### src/rtl/rtype_alu_pipe.sv
// rtype_alu_pipe: registered RV32/RV64 R-type execute unit with valid/ready
// handshakes on both sides. Defining RTYPE_MEXT_EN adds the M-extension:
// single-cycle multiply and an iterative restoring divider (IDLE/DIV/DONE).
module rtype_alu_pipe #(
    parameter int unsigned XLEN  = 32,
    parameter int unsigned TAG_W = 5
) (
    input  logic             clk,
    input  logic             reset,
    input  logic             in_valid,
    output logic             in_ready,
    input  logic [6:0]       funct7,
    input  logic [2:0]       funct3,
    input  logic [TAG_W-1:0] in_tag,
    input  logic [XLEN-1:0]  rs1,
    input  logic [XLEN-1:0]  rs2,
    output logic             out_valid,
    input  logic             out_ready,
    output logic [XLEN-1:0]  out_result,
    output logic [TAG_W-1:0] out_tag,
    output logic             out_illegal,
    output logic             busy
);
    localparam int unsigned SHW = $clog2(XLEN);

    typedef enum logic [1:0] {IDLE, DIV, DONE} state_e;

    state_e             state_q, state_d;
    logic               out_valid_q, out_valid_d;
    logic [XLEN-1:0]    out_result_q, out_result_d;
    logic [TAG_W-1:0]   out_tag_q, out_tag_d;
    logic               out_illegal_q, out_illegal_d;

    logic               accept;
    logic               start_div;
    logic [XLEN-1:0]    fast_res;
    logic               fast_ill;
    logic [SHW-1:0]     shamt;

`ifdef RTYPE_MEXT_EN
    logic [2*XLEN-1:0]  mul_a, mul_b, prod;
    logic               div_zero, div_ovf, div_sgn;
    logic [XLEN-1:0]    abs1, abs2, div_res;
    logic [XLEN:0]      rem_sh, rem_sub;
    logic [XLEN-1:0]    quo_q, quo_d;
    logic [XLEN-1:0]    rem_q, rem_d;
    logic [XLEN-1:0]    dvs_q, dvs_d;
    logic [SHW-1:0]     cnt_q, cnt_d;
    logic               neg_q_q, neg_q_d;
    logic               neg_r_q, neg_r_d;
    logic               rem_sel_q, rem_sel_d;
    logic [TAG_W-1:0]   div_tag_q, div_tag_d;

    assign div_sgn = !funct3[0];
    assign abs1    = (div_sgn && rs1[XLEN-1]) ? -rs1 : rs1;
    assign abs2    = (div_sgn && rs2[XLEN-1]) ? -rs2 : rs2;
    assign rem_sh  = {rem_q, quo_q[XLEN-1]};
    assign rem_sub = rem_sh - {1'b0, dvs_q};
    assign div_res = rem_sel_q ? (neg_r_q ? -rem_q : rem_q)
                               : (neg_q_q ? -quo_q : quo_q);
    assign busy    = (state_q == DIV);
`else
    assign busy    = 1'b0;
`endif

    assign shamt       = rs2[SHW-1:0];
    assign in_ready    = (state_q == IDLE) && (!out_valid_q || out_ready);
    assign accept      = in_valid && in_ready;
    assign out_valid   = out_valid_q;
    assign out_result  = out_result_q;
    assign out_tag     = out_tag_q;
    assign out_illegal = out_illegal_q;

    // Decode and single-cycle execute; flags divides that need the iterative path
    always_comb begin
        fast_res  = '0;
        fast_ill  = 1'b0;
        start_div = 1'b0;
`ifdef RTYPE_MEXT_EN
        mul_a    = (funct3 == 3'b001 || funct3 == 3'b010) ? {{XLEN{rs1[XLEN-1]}}, rs1}
                                                         : {{XLEN{1'b0}}, rs1};
        mul_b    = (funct3 == 3'b001) ? {{XLEN{rs2[XLEN-1]}}, rs2} : {{XLEN{1'b0}}, rs2};
        prod     = mul_a * mul_b;
        div_zero = (rs2 == '0);
        div_ovf  = div_sgn && (rs1 == {1'b1, {(XLEN-1){1'b0}}}) && (rs2 == '1);
`endif
        case (funct7)
            7'b0000000: begin
                case (funct3)
                    3'b000: fast_res = rs1 + rs2;
                    3'b001: fast_res = rs1 << shamt;
                    3'b010: fast_res = XLEN'($signed(rs1) < $signed(rs2));
                    3'b011: fast_res = XLEN'(rs1 < rs2);
                    3'b100: fast_res = rs1 ^ rs2;
                    3'b101: fast_res = rs1 >> shamt;
                    3'b110: fast_res = rs1 | rs2;
                    3'b111: fast_res = rs1 & rs2;
                endcase
            end
            7'b0100000: begin
                case (funct3)
                    3'b000:  fast_res = rs1 - rs2;
                    3'b101:  fast_res = XLEN'($signed(rs1) >>> shamt);
                    default: fast_ill = 1'b1;
                endcase
            end
`ifdef RTYPE_MEXT_EN
            7'b0000001: begin
                case (funct3)
                    3'b000:                 fast_res = prod[XLEN-1:0];
                    3'b001, 3'b010, 3'b011: fast_res = prod[2*XLEN-1:XLEN];
                    default: begin
                        if (div_zero)     fast_res = funct3[1] ? rs1 : '1;
                        else if (div_ovf) fast_res = funct3[1] ? '0 : rs1;
                        else              start_div = 1'b1;
                    end
                endcase
            end
`endif
            default: fast_ill = 1'b1;
        endcase
    end

    // Next state, output register load and divider stepping
    always_comb begin
        state_d       = state_q;
        out_valid_d   = out_valid_q && !out_ready;
        out_result_d  = out_result_q;
        out_tag_d     = out_tag_q;
        out_illegal_d = out_illegal_q;
`ifdef RTYPE_MEXT_EN
        quo_d     = quo_q;
        rem_d     = rem_q;
        dvs_d     = dvs_q;
        cnt_d     = cnt_q;
        neg_q_d   = neg_q_q;
        neg_r_d   = neg_r_q;
        rem_sel_d = rem_sel_q;
        div_tag_d = div_tag_q;
`endif
        if (accept && !start_div) begin
            out_valid_d   = 1'b1;
            out_result_d  = fast_res;
            out_tag_d     = in_tag;
            out_illegal_d = fast_ill;
        end
        case (state_q)
            IDLE: begin
`ifdef RTYPE_MEXT_EN
                // Magnitudes are captured at accept so DIV spends exactly XLEN steps
                if (accept && start_div) begin
                    state_d   = DIV;
                    quo_d     = abs1;
                    rem_d     = '0;
                    dvs_d     = abs2;
                    cnt_d     = '0;
                    neg_q_d   = div_sgn && (rs1[XLEN-1] ^ rs2[XLEN-1]);
                    neg_r_d   = div_sgn && rs1[XLEN-1];
                    rem_sel_d = funct3[1];
                    div_tag_d = in_tag;
                end
`endif
            end
`ifdef RTYPE_MEXT_EN
            DIV: begin
                if (!rem_sub[XLEN]) begin
                    rem_d = rem_sub[XLEN-1:0];
                    quo_d = {quo_q[XLEN-2:0], 1'b1};
                end else begin
                    rem_d = rem_sh[XLEN-1:0];
                    quo_d = {quo_q[XLEN-2:0], 1'b0};
                end
                cnt_d = cnt_q + SHW'(1);
                if (cnt_q == SHW'(XLEN - 1)) state_d = DONE;
            end
            DONE: begin
                out_valid_d   = 1'b1;
                out_result_d  = div_res;
                out_tag_d     = div_tag_q;
                out_illegal_d = 1'b0;
                state_d       = IDLE;
            end
`endif
            default: state_d = IDLE;
        endcase
    end

    // FSM state register
    always_ff @(posedge clk or posedge reset) begin
        if (reset) state_q <= IDLE;
        else       state_q <= state_d;
    end

    // Output register
    always_ff @(posedge clk or posedge reset) begin
        if (reset) begin
            out_valid_q   <= 1'b0;
            out_result_q  <= '0;
            out_tag_q     <= '0;
            out_illegal_q <= 1'b0;
        end else begin
            out_valid_q   <= out_valid_d;
            out_result_q  <= out_result_d;
            out_tag_q     <= out_tag_d;
            out_illegal_q <= out_illegal_d;
        end
    end

`ifdef RTYPE_MEXT_EN
    // Divider working registers
    always_ff @(posedge clk or posedge reset) begin
        if (reset) begin
            quo_q     <= '0;
            rem_q     <= '0;
            dvs_q     <= '0;
            cnt_q     <= '0;
            neg_q_q   <= 1'b0;
            neg_r_q   <= 1'b0;
            rem_sel_q <= 1'b0;
            div_tag_q <= '0;
        end else begin
            quo_q     <= quo_d;
            rem_q     <= rem_d;
            dvs_q     <= dvs_d;
            cnt_q     <= cnt_d;
            neg_q_q   <= neg_q_d;
            neg_r_q   <= neg_r_d;
            rem_sel_q <= rem_sel_d;
            div_tag_q <= div_tag_d;
        end
    end
`endif

endmodule

### config.mk
export PLATFORM = sky130hd
export DESIGN_NAME = rtype_alu_pipe
export DESIGN_NICKNAME = d
export VERILOG_FILES = /design/src/rtl/rtype_alu_pipe.sv
export SDC_FILE = /design/constraint.sdc
export NUM_CORES = 1
export LEC_CHECK = 0
export CAP_MARGIN = 30
export CORE_MARGIN = 8
export CORE_UTILIZATION = 40
export CTS_CLUSTER_SIZE = 40
export DETAILED_ROUTE_END_ITERATION = 8
export MAX_ROUTING_LAYER = met4
export PLACE_DENSITY = 0.6
export SYNTH_ARGS = -nofsm -noshare
export SYNTH_HDL_FRONTEND = slang
export SYNTH_SLANG_ARGS = --single-unit
### constraint.sdc
create_clock -name clk -period 3.63 [get_ports clk]
set_input_delay 0.726 -clock clk [delete_from_list [all_inputs] [get_ports clk]]
set_output_delay 0.726 -clock clk [all_outputs]
set_load 0.005 [all_outputs]
# [Yosys cells after proc, flatten, opt, wreduce, memory -nomap -nowiden]
# Index checks and enable logic that the tools add are counted.
[totals] register_bits=39 out_inout_bits=41
[op_classes] n_addsub=2 order_cmp=2 n_eq_ne=8 n_shift=3 muxes=6 bitwise_logic=3 n_reduce_logical=8
[ops] operator="one-hot mux 32 bit (8 select lines)" n=1
[ops] operator="one-hot mux 32 bit (2 select lines)" n=2
[ops] operator="less-than comparator 32 bit" n=2
[ops] operator="adder 32 bit" n=1
[ops] operator="bitwise AND 32 bit" n=1
[ops] operator="OR 32 bit" n=1
[ops] operator="<< shifter 32 x 5 -> 32 bit" n=1
[ops] operator="right shift 32 x 5 -> 32 bit" n=1
[ops] operator=">>> shifter 32 x 5 -> 32 bit" n=1
[ops] operator="subtractor 32 bit" n=1
[ops] operator="XOR 32 bit" n=1
[ops] operator="== test 3 bit (second input constant)" n=4
[ops] operator="== test 7 x 6 -> 1 bit (second input constant)" n=1
[ops] operator="zero test 7 bit" n=1
[ops] operator="== test 3 x 2 -> 1 bit (second input constant)" n=2
[ops] operator="== test 3 x 1 -> 1 bit (second input constant)" n=1
[ops] operator="zero test 3 bit" n=1
[ops] operator="logical AND 1 bit" n=2
[ops] operator="zero test 1 bit" n=2
[ops] operator="two-way mux 1 bit" n=2
[ops] operator="one-hot mux 1 bit (2 select lines)" n=1
[ops] operator="OR reduction 2 bit" n=1
[ops] operator="logical OR 1 bit" n=1

# [Logic depth before layout (Yosys ltp)]
# Gate-level depths: netlist of the first run.
[depth] ltp_word=4 ltp_mapped=15 depth_no_buf=12

# [Worst setup path before layout of the first run]
# No wires, ideal clock.
[synth_path] kind="in2reg" from="input rs2[2]" to="register out_result_q[0], in the netlist out_result[0]" setup_ps=126 arrival_time_ps=3655 required_time_ps=3504 setup_slack_ps=-151 stages=15 path_buffers=4 cell_sequence="buf_2 inv_2 buf_2 buf_2 ha_1 buf_4 o21bai_2 a221o_1 and3_4 nor3_4 o41ai_2 a32o_1 a221oi_2 a211o_1 a221o_1"
[synth_via] elab_chain_len=3 word_cells_on_any_way=8 cone_classes="order compare: 2; shift: 3; mux: 3"
[synth_rtl] element="from (decl)" line="16" text="input logic [XLEN-1:0] rs2,"
[synth_rtl] element="less-than comparator 32 bit (tied with other cells)" line="93" text="3'b011: fast_res = XLEN'(rs1 < rs2);"
[synth_rtl] element="one-hot mux 32 bit (8 select lines) or one-hot mux 32 bit (2 select lines) (tied branches)" line="89, 101"
[synth_rtl] element="one-hot mux 32 bit (2 select lines) *" line="87" text="case (funct7)"
[synth_rtl] element="to (signal assigned)" line="203" text="out_result_q <= out_result_d;"
[synth_rtl] element="to (decl)" line="30" text="logic [XLEN-1:0] out_result_q, out_result_d;"
# Mark *: on every way between the ends. The rest lies on a longest branch, timed or not.
# A chain may end at the register's enable or synchronous reset.

# [Final worst setup path of the first run]
[layout_path] from="input rs1[3]" to="register out_result_q[0], in the netlist out_result[0]"
[layout_via] elab_chain_len=3 word_cells_on_any_way=8 cone_classes="order compare: 2; shift: 3; mux: 3"
[layout_rtl] element="from (decl)" line="15" text="input logic [XLEN-1:0] rs1,"
[layout_rtl] element="less-than comparator 32 bit (tied with other cells)" line="93"
[layout_rtl] element="one-hot mux 32 bit (8 select lines) or one-hot mux 32 bit (2 select lines) (tied branches)" line="89, 101"
[layout_rtl] element="one-hot mux 32 bit (2 select lines) *" line="87"
# Marks and branches as above.

==> results.ini, run 1 <==
[status]
outcome = finished clean

[timing]
final_max_slew_viol_count = 0
setup_ws_ps = 53.2
hold_violations = 0
tightest_slew_ps = 846
skew_ps = 13.1
finalSetupViolCount = 0
relSlewSlack = 0.436
period_minus_slack_ps = 3580
post-route-period-util = 0.985
grt_setup_unrepaired = yes
fmax_ghz = 0.280

[worst_setup_path]
cp_max_fo = 6
crit_required_ps = 3810
criticalPathCategory = input port to flip-flop
critPathLaunchType = input port
cp-end-kind = flip-flop
rrSetupSlack_ps = 1590
critPathArrivalTime_ps = 3760

[power]
peakVddDrop_mv = 0.207
powerDensity_nw_per_um2 = 223
p_total_mw = 3.19
p_leak_nw = 6.34

[global_route]
grt_pass1_vias = 12499
grt_max_degree = 77
globalRouteMet3Util = 0.0669
grt_busiest_layer = met2
grt_pass1_wl_um = 79500
grt_util_met1 = 0.458
grt_use_total = 0.339
gr-total-overflow = 0
grtUsageMet2 = 0.499
antenna_found_initial = 1

[floorplan]
fp.dieW_um = 178
rows = 59
dieHeight_um = 178
initial_core_util = 0.406
dieArea_sq_um = 31700
coreArea_sq_um = 25900
io_pins = 124

[yosys]
yosysTopAreaCell = ha_1
synth.area.top_cells = ha_1 (12%), dfrtp_1 (9.3%), mux4_2 (7.5%)
yosys_most_used_dff = dfrtp_1
yosysUniqueCellTypes = 87
synth.net_count = 1632
synth_edf_count = 0
yosys-top-cells-count = nor2_1 (188), a21oi_1 (149), o21ai_0 (104), nand2_1 (98)
syn_area_per_cell_sq_um = 7.25
synth_most_common_cell = nor2_1
yosysSeqAreaShare = 0.0928
synth_seq_cells = 39
synth_warnings = 0
syn_area_sq_um = 10500
synth_top_area_share = 0.115
netlist_instances = 1450
async_reset_ff_frac = 1.00

[clock_network]
root_buffer = clkbuf_16
cts_hold_buf = 0
cts_buffer_depth = 2
h-tree-depth = 2
cts_tree = done
path_clk_slew_ps = 70
clock_sinks = 39
numCtsBuffers = 5
clock_latency_ps = 300

[finish]
multi_input_area_sq_um = 8760
area_growth_pct = 36.2
drive_above_1_share = 0.245
nNetsFinal = 1959
n_fill_cell = 2557
final-seq-area_sq_um = 976

[place]
hpwl_um = 44200
io_buffers = 122
place_congestion = 1.04
preCtsSetupSlack_ps = -543

[route]
drt_iter0_markers = 1426
vias = 13180
drc = 0
first_pass_iters = 6
wire_per_inst_um = 25.4
wl_um = 53700
viasPerCell = 6.23
postRouteAntennaNets = 0

[job]
cap_violations = 0

[worst_hold_path]
min_path_type = flip-flop to flip-flop

## power by group
group / total [mW] / switching (mW) / internal (mW) / leakage (nW)
sequential: 0.452 / 0.00572 / 0.447 / 0.527
clock: 0.530 / 0.205 / 0.325 / 0.0838
combinational: 2.21 / 1.26 / 0.946 / 5.73
## flip-flops by register name, summed over array words and instances, names as in the netlist
name,count
out_result,32
out_tag,5
out_illegal,1
out_valid,1
## placed cells by master, fill, tap and decap left out, types with 17 or more instances in the layout
cell             netlist  layout
a211o_1               19      19
a211oi_1              41      40
a21oi_1              149     148
buf_4                 13     306
clkdlybuf4s50_1        0     114
dfrtp_1               39      39
ha_1                  97      94
inv_1                 97      95
mux2_2                17      17
mux2i_1               69      69
mux4_2                35      35
nand2_1               98      97
nand3_1               23      23
nor2_1               188     186
nor3_1                34      32
o211ai_1              23      23
o21ai_0              104     101
xnor2_1               42      38
## metal layers
metal  part of all wire  wire, um
met3               0.11      5790
met4              0.038      2020
met1               0.43     23100
met5                  0         0
met2               0.43     22900
## cells by family (layout without fill, tap and decap cells)
group	after synthesis	after routing	synth area share
compound gates	523	523	0.331
xor+xnor	49	49	0.0408
fa+ha+maj	99	99	0.119
buf+inv	215	543	0.0882
flops	39	39	0.0928
mux	121	121	0.159
other cells	1	2	0.000357
simple gates	403	403	0.169
## stage by stage
| stage | area [sq um] | util | TNS [ps] | hold slack (ps) | cells |
|---|---|---|---|---|---|
| final | 14300 | 0.553 | 0 | 473 | 2114 |
| after global placement | 14000 | 0.540 | -7570 | 461 | 2102 |
| after detailed placement | 14000 | 0.540 | -8800 | 470 | 2102 |
| after global routing | 14300 | 0.553 | -50.6 | 516 | 2114 |
| after CTS | 14200 | 0.550 | 0 | 484 | 2112 |
| after floorplan | 10500 | - | 0 | 473 | 1450 |
## critical path: stages
cell             delay [ps]
clkdlybuf4s50_1         480
inv_1                    50
ha_1                    320
buf_6                   150
nor2_2                  100
a221o_1                 230
and3_4                  260
nor3_4                   60
o41ai_2                 320
buf_4                   190
a32o_2                  240
a221oi_2                 80
a211o_1                 230
a221o_1                 310
## layout make-up
class,instances,area share
diodes,1,0.000175
inverters,101,0.0268
clock inverters,3,0.00306
repair buffers,434,0.252
multi-input cells,1196,0.611
flip-flops and latches,39,0.0682
well taps,335,0.0293
clock buffers,5,0.00874
## final timing paths
path	to	depth (start not counted)	start
max	out_result[0]	14	rs1[3]
min	out_result[1]	2	out_result[1]
max reg2reg	out_result[16]	7	out_valid
min reg2reg	out_result[1]	2	out_result[1]
max in group asynchronous	out_result[16]	3	reset
min in group asynchronous	out_result[17]	3	reset
## repair_timing
item	4_1_cts	5_1_grt
endpoints found under the hold margin	0	0
pin swaps	12	14
resized for setup	24	19
buffers inserted	2	1
setup endpoints to repair	17	16
No activity file was read; power rests on OpenSTA's default activity.
==> inputs of run 2 (changes only) <==
--- a/config.mk
+++ b/config.mk
@@ -6,12 +6,15 @@
 export NUM_CORES = 1
 export LEC_CHECK = 0
 export CAP_MARGIN = 30
+export CELL_PAD_IN_SITES_DETAIL_PLACEMENT = 0
+export CELL_PAD_IN_SITES_GLOBAL_PLACEMENT = 1
+export CORE_ASPECT_RATIO = 0.75
 export CORE_MARGIN = 8
 export CORE_UTILIZATION = 40
 export CTS_CLUSTER_SIZE = 40
 export DETAILED_ROUTE_END_ITERATION = 8
 export MAX_ROUTING_LAYER = met4
-export PLACE_DENSITY = 0.6
+export PLACE_DENSITY = 0.79
 export SYNTH_ARGS = -nofsm -noshare
 export SYNTH_HDL_FRONTEND = slang
 export SYNTH_SLANG_ARGS = --single-unit
==> results.ini, run 2 (synthesized netlist as in run 1, its figures left out) <==
[status]
outcome = finished clean

[worst_setup_path]
cp-end-kind = flip-flop
critPathLaunchType = input port
critPathSlowestCell = o31ai_2
rrSetupSlack_ps = 1680
crit_required_ps = 3820
crit_path_max_incr_delay_ps = 490
criticalPathCategory = input port to flip-flop
critPathArrivalTime_ps = 3790
cp_max_fo = 3
cp_cell_sequence = clkdlybuf4s50_1 -> inv_1 -> buf_4 -> ha_1 -> a21oi_1 -> o31ai_2 -> nor3_4 -> o41ai_2 -> buf_4 -> a21oi_1 -> o31ai_2 -> xnor2_1 -> a211o_1

[worst_hold_path]
min_path_type = flip-flop to flip-flop

[clock_network]
numCtsBuffers = 5
path_clk_slew_ps = 80
cts_buffer_depth = 2
h-tree-depth = 2
root_buffer = clkbuf_16
cts_tree = done
clock_latency_ps = 300
clock_sinks = 39

[timing]
final_max_slew_viol_count = 0
setup_ws_ps = 24.6
fmax_ghz = 0.277
tightest_slew_ps = 967
period_minus_slack_ps = 3610
grt_setup_unrepaired = yes
relSlewSlack = 0.349
hold_violations = 0
finalSetupViolCount = 0
skew_ps = 18.2
whs_ps = 476
post-route-period-util = 0.993

[power]
powerDensity_nw_per_um2 = 225
peakVddDrop_mv = 0.181
p_leak_nw = 6.38
p_total_mw = 3.26

[route]
drc = 0
vias = 13540
wl_um = 56700
postRouteAntennaNets = 0
wire_per_inst_um = 26.7
first_pass_iters = 6
drt_iter0_markers = 2015
viasPerCell = 6.37

[floorplan]
rows = 51
dieArea_sq_um = 31800
dieHeight_um = 156
fp.dieW_um = 203
io_pins = 124
coreArea_sq_um = 25900
initial_core_util = 0.406

[finish]
n_fill_cell = 2567
fin_util = 0.559
design_area_sq_um = 14500
drive_above_1_share = 0.252
nNetsFinal = 1962
final_common_cell = buf_4
area_growth_pct = 37.8
final_cell_mix = buf_4 (313), nor2_1 (188), a21oi_1 (145)
largest_reg_flops = 32

[place]
place_congestion = 1.06
hpwl_um = 46800
place_area_sq_um = 14000
io_buffers = 122
preCtsSetupSlack_ps = -492

[global_route]
grt_max_degree = 77
grt_pass1_vias = 12462
gr-total-overflow = 0
grt_use_total = 0.348
grt_pass1_wl_um = 81900
antenna_found_initial = 1

[job]
cap_violations = 0

## run 2: area by class of cell
class | count | area [sq um] | share of cell area
Multi-Input combinational cell | 1196 | 8910 | 0.615
Timing Repair Buffer | 437 | 3620 | 0.250
Sequential cell | 39 | 976 | 0.0674
Tap cell | 344 | 430 | 0.0297
Inverter | 101 | 384 | 0.0265
Clock buffer | 5 | 125 | 0.00864
Clock inverter | 3 | 43.8 | 0.00302
Antenna cell | 1 | 2.50 | 0.000173
## run 2: where the power goes
group	switching, mW	internal [mW]	leakage, nW
Clock	0.199	0.325	0.0838
Sequential	0.00607	0.447	0.527
Combinational	1.32	0.957	5.77
Total	1.53	1.73	6.38
## run 2: what timing repair did
action	in CTS	in global routing
endpoints found under the hold margin	0	0
setup endpoints to repair	19	23
setup buffers	1	4
pin swaps	10	10
hold buffers	0	0
gates resized for setup	20	37
## run 2: path summary, 6_finish.rpt
check / startpoint / endpoint / depth (start not counted)
worst max-delay path: rs2[6] / out_result[26] / 13
max in group asynchronous: reset / out_result[3] / 3
min in group asynchronous: reset / out_result[28] / 2
worst max register to register: out_valid / out_result[16] / 7
worst min-delay path: out_result[8] / out_result[8] / 2
worst min register to register: out_result[8] / out_result[8] / 2
## run 2: per-stage QoR
| stage | TNS (ps) | instances |
|---|---|---|
| after floorplan | 0 | 1450 |
| after global placement | -7340 | 2112 |
| after detailed placement | -9130 | 2112 |
| after CTS | -14.9 | 2121 |
| after global routing | -175 | 2126 |
| final | 0 | 2126 |
## run 2: critical path: cells and delay by family
family	cells	cell delay (ps)
AO/OA/AOI/OAI	6	1570
AND/OR/NAND/NOR	1	110
XOR/XNOR	1	170
buffers and inverters	4	930
adder cells (fa/ha/maj)	1	270
## run 2: per-layer routing
| layer | global-route usage | up-vias | share of wire |
|---|---|---|---|
| li1 | - | 6001 | - |
| met1 | 0.501 | 6430 | 0.44 |
| met2 | 0.458 | 987 | 0.39 |
| met3 | 0.101 | 122 | 0.14 |
| met4 | 0.0975 | 0 | 0.032 |
| met5 | - | - | 0 |
==> inputs of run 3 (changes only) <==
--- a/config.mk
+++ b/config.mk
@@ -9,12 +9,12 @@
 export CELL_PAD_IN_SITES_DETAIL_PLACEMENT = 0
 export CELL_PAD_IN_SITES_GLOBAL_PLACEMENT = 1
 export CORE_ASPECT_RATIO = 0.75
-export CORE_MARGIN = 8
 export CORE_UTILIZATION = 40
 export CTS_CLUSTER_SIZE = 40
 export DETAILED_ROUTE_END_ITERATION = 8
 export MAX_ROUTING_LAYER = met4
 export PLACE_DENSITY = 0.79
+export SETUP_SLACK_MARGIN = 0.2
 export SYNTH_ARGS = -nofsm -noshare
 export SYNTH_HDL_FRONTEND = slang
 export SYNTH_SLANG_ARGS = --single-unit
==> results.ini, run 3 (synthesized netlist as in run 1, its figures left out) <==
[finish]
final_common_cell = buf_4
final_cells = 2160
final_cell_mix = buf_4 (344), nor2_1 (184), a21oi_1 (138)
drive_above_1_share = 0.297
multi_input_area_sq_um = 9160
n_fill_cell = 2401
area_growth_pct = 43.3
final-seq-area_sq_um = 976
nNetsFinal = 2001
largest_reg_flops = 32

[floorplan]
initial_core_util = 0.414
rows = 50
coreArea_sq_um = 25400
dieHeight_um = 142
io_pins = 124
dieArea_sq_um = 26900
fp.dieW_um = 189

[route]
first_pass_iters = 6
drc = 0
wire_per_inst_um = 26.3
wl_um = 56900
viasPerCell = 6.35
vias = 13723
postRouteAntennaNets = 0
drt_iter0_markers = 2114

[timing]
relSlewSlack = 0.244
period_minus_slack_ps = 3430
hold_violations = 0
fmax_ghz = 0.292
post-route-period-util = 0.944
finalSetupViolCount = 0
skew_ps = 18.2
whs_ps = 478
final_max_slew_viol_count = 0
tightest_slew_ps = 1120
grt_setup_unrepaired = yes

[place]
place_congestion = 1.09
io_buffers = 122
hpwl_um = 46500
dp.cells = 2138

[clock_network]
root_buffer = clkbuf_16
cts_hold_buf = 0
cts_buffer_depth = 2
path_clk_slew_ps = 70
cts_tree = done
clock_latency_ps = 310
numCtsBuffers = 5
clock_sinks = 39
h-tree-depth = 2

[worst_hold_path]
hold_start = out_result[11]
min_path_type = flip-flop to flip-flop

[job]
cap_violations = 0

[global_route]
grt_pass1_vias = 12803
gr-total-overflow = 0
antenna_found_initial = 2
grt_use_total = 0.427
grt_max_degree = 77
grt_pass1_wl_um = 82800

[power]
peakVddDrop_mv = 0.156
powerDensity_nw_per_um2 = 220
p_leak_nw = 6.69

[worst_setup_path]
cp-end-kind = flip-flop
worstSetupStartpoint = rs1[2]
critPathArrivalTime_ps = 3650
criticalPathCategory = input port to flip-flop
crit_required_ps = 3850
cp_max_fo = 4
r2r_start = out_valid
critPathLaunchType = input port

[status]
outcome = finished clean

## run 3: layout make-up
class | count | area share
Clock inverter | 3 | 0.00158
Tap cell | 338 | 0.0281
Clock buffer | 5 | 0.00830
Multi-Input combinational cell | 1196 | 0.608
Timing Repair Buffer | 476 | 0.263
Sequential cell | 39 | 0.0648
Inverter | 101 | 0.0257
Antenna cell | 2 | 0.000332
## run 3: routing by layer
| metal | GRT usage | vias up | wire length, um |
|---|---|---|---|
| met4 | 0.102 | 0 | 1630 |
| met5 | - | - | 0 |
| met2 | 0.577 | 1001 | 22200 |
| li1 | - | 6078 | - |
| met1 | 0.600 | 6521 | 24600 |
| met3 | 0.142 | 123 | 8520 |
## run 3: repair_timing
action	in CTS	in global routing
setup buffers	3	9
endpoints found under the setup margin	22	22
gates resized for setup	53	87
pin swaps	15	32
## run 3: where the power goes
part / internal [mW] / switching (mW) / leakage [nW]
Clock: 0.258 / 0.213 / 0.0665
Combinational: 1.02 / 1.38 / 6.09
Sequential: 0.447 / 0.00626 / 0.527
## run 3: final timing paths
kind | to | slack, ps | cells after the start
worst max-delay path | out_result[16] | 200 | 14
worst min-delay path | out_result[11] | 480 | 2
worst max register to register | out_result[30] | 1490 | 7
worst min register to register | out_result[11] | 480 | 2
max in group asynchronous | out_result[10] | 2380 | 3
min in group asynchronous | out_result[18] | 870 | 3
## run 3: critical path, stage by stage
cell	delay (ps)
dlygate4sd2_1	260
buf_4	160
ha_2	220
o21bai_4	210
a221o_1	380
and3_4	210
buf_4	140
nor2_4	80
a222oi_1	110
buf_4	150
buf_4	120
xnor2_1	580
nand3_1	160
nand3_1	120
## run 3: through the flow
stage / setup TNS (ps) / cell area [sq um] / setup slack, ps / power, mW / utilization
global route: 0 / 15100 / 160 / 3.43 / 0.593
finish: 0 / 15100 / 204 / 3.32 / 0.593
global placement: -5000 / 14300 / -341 / 2.61 / 0.561
CTS: 0 / 14600 / 197 / 3.12 / 0.574
floorplan: 0 / 10500 / 220 / 1.54 / -
detailed placement: -6860 / 14300 / -473 / 2.61 / 0.561
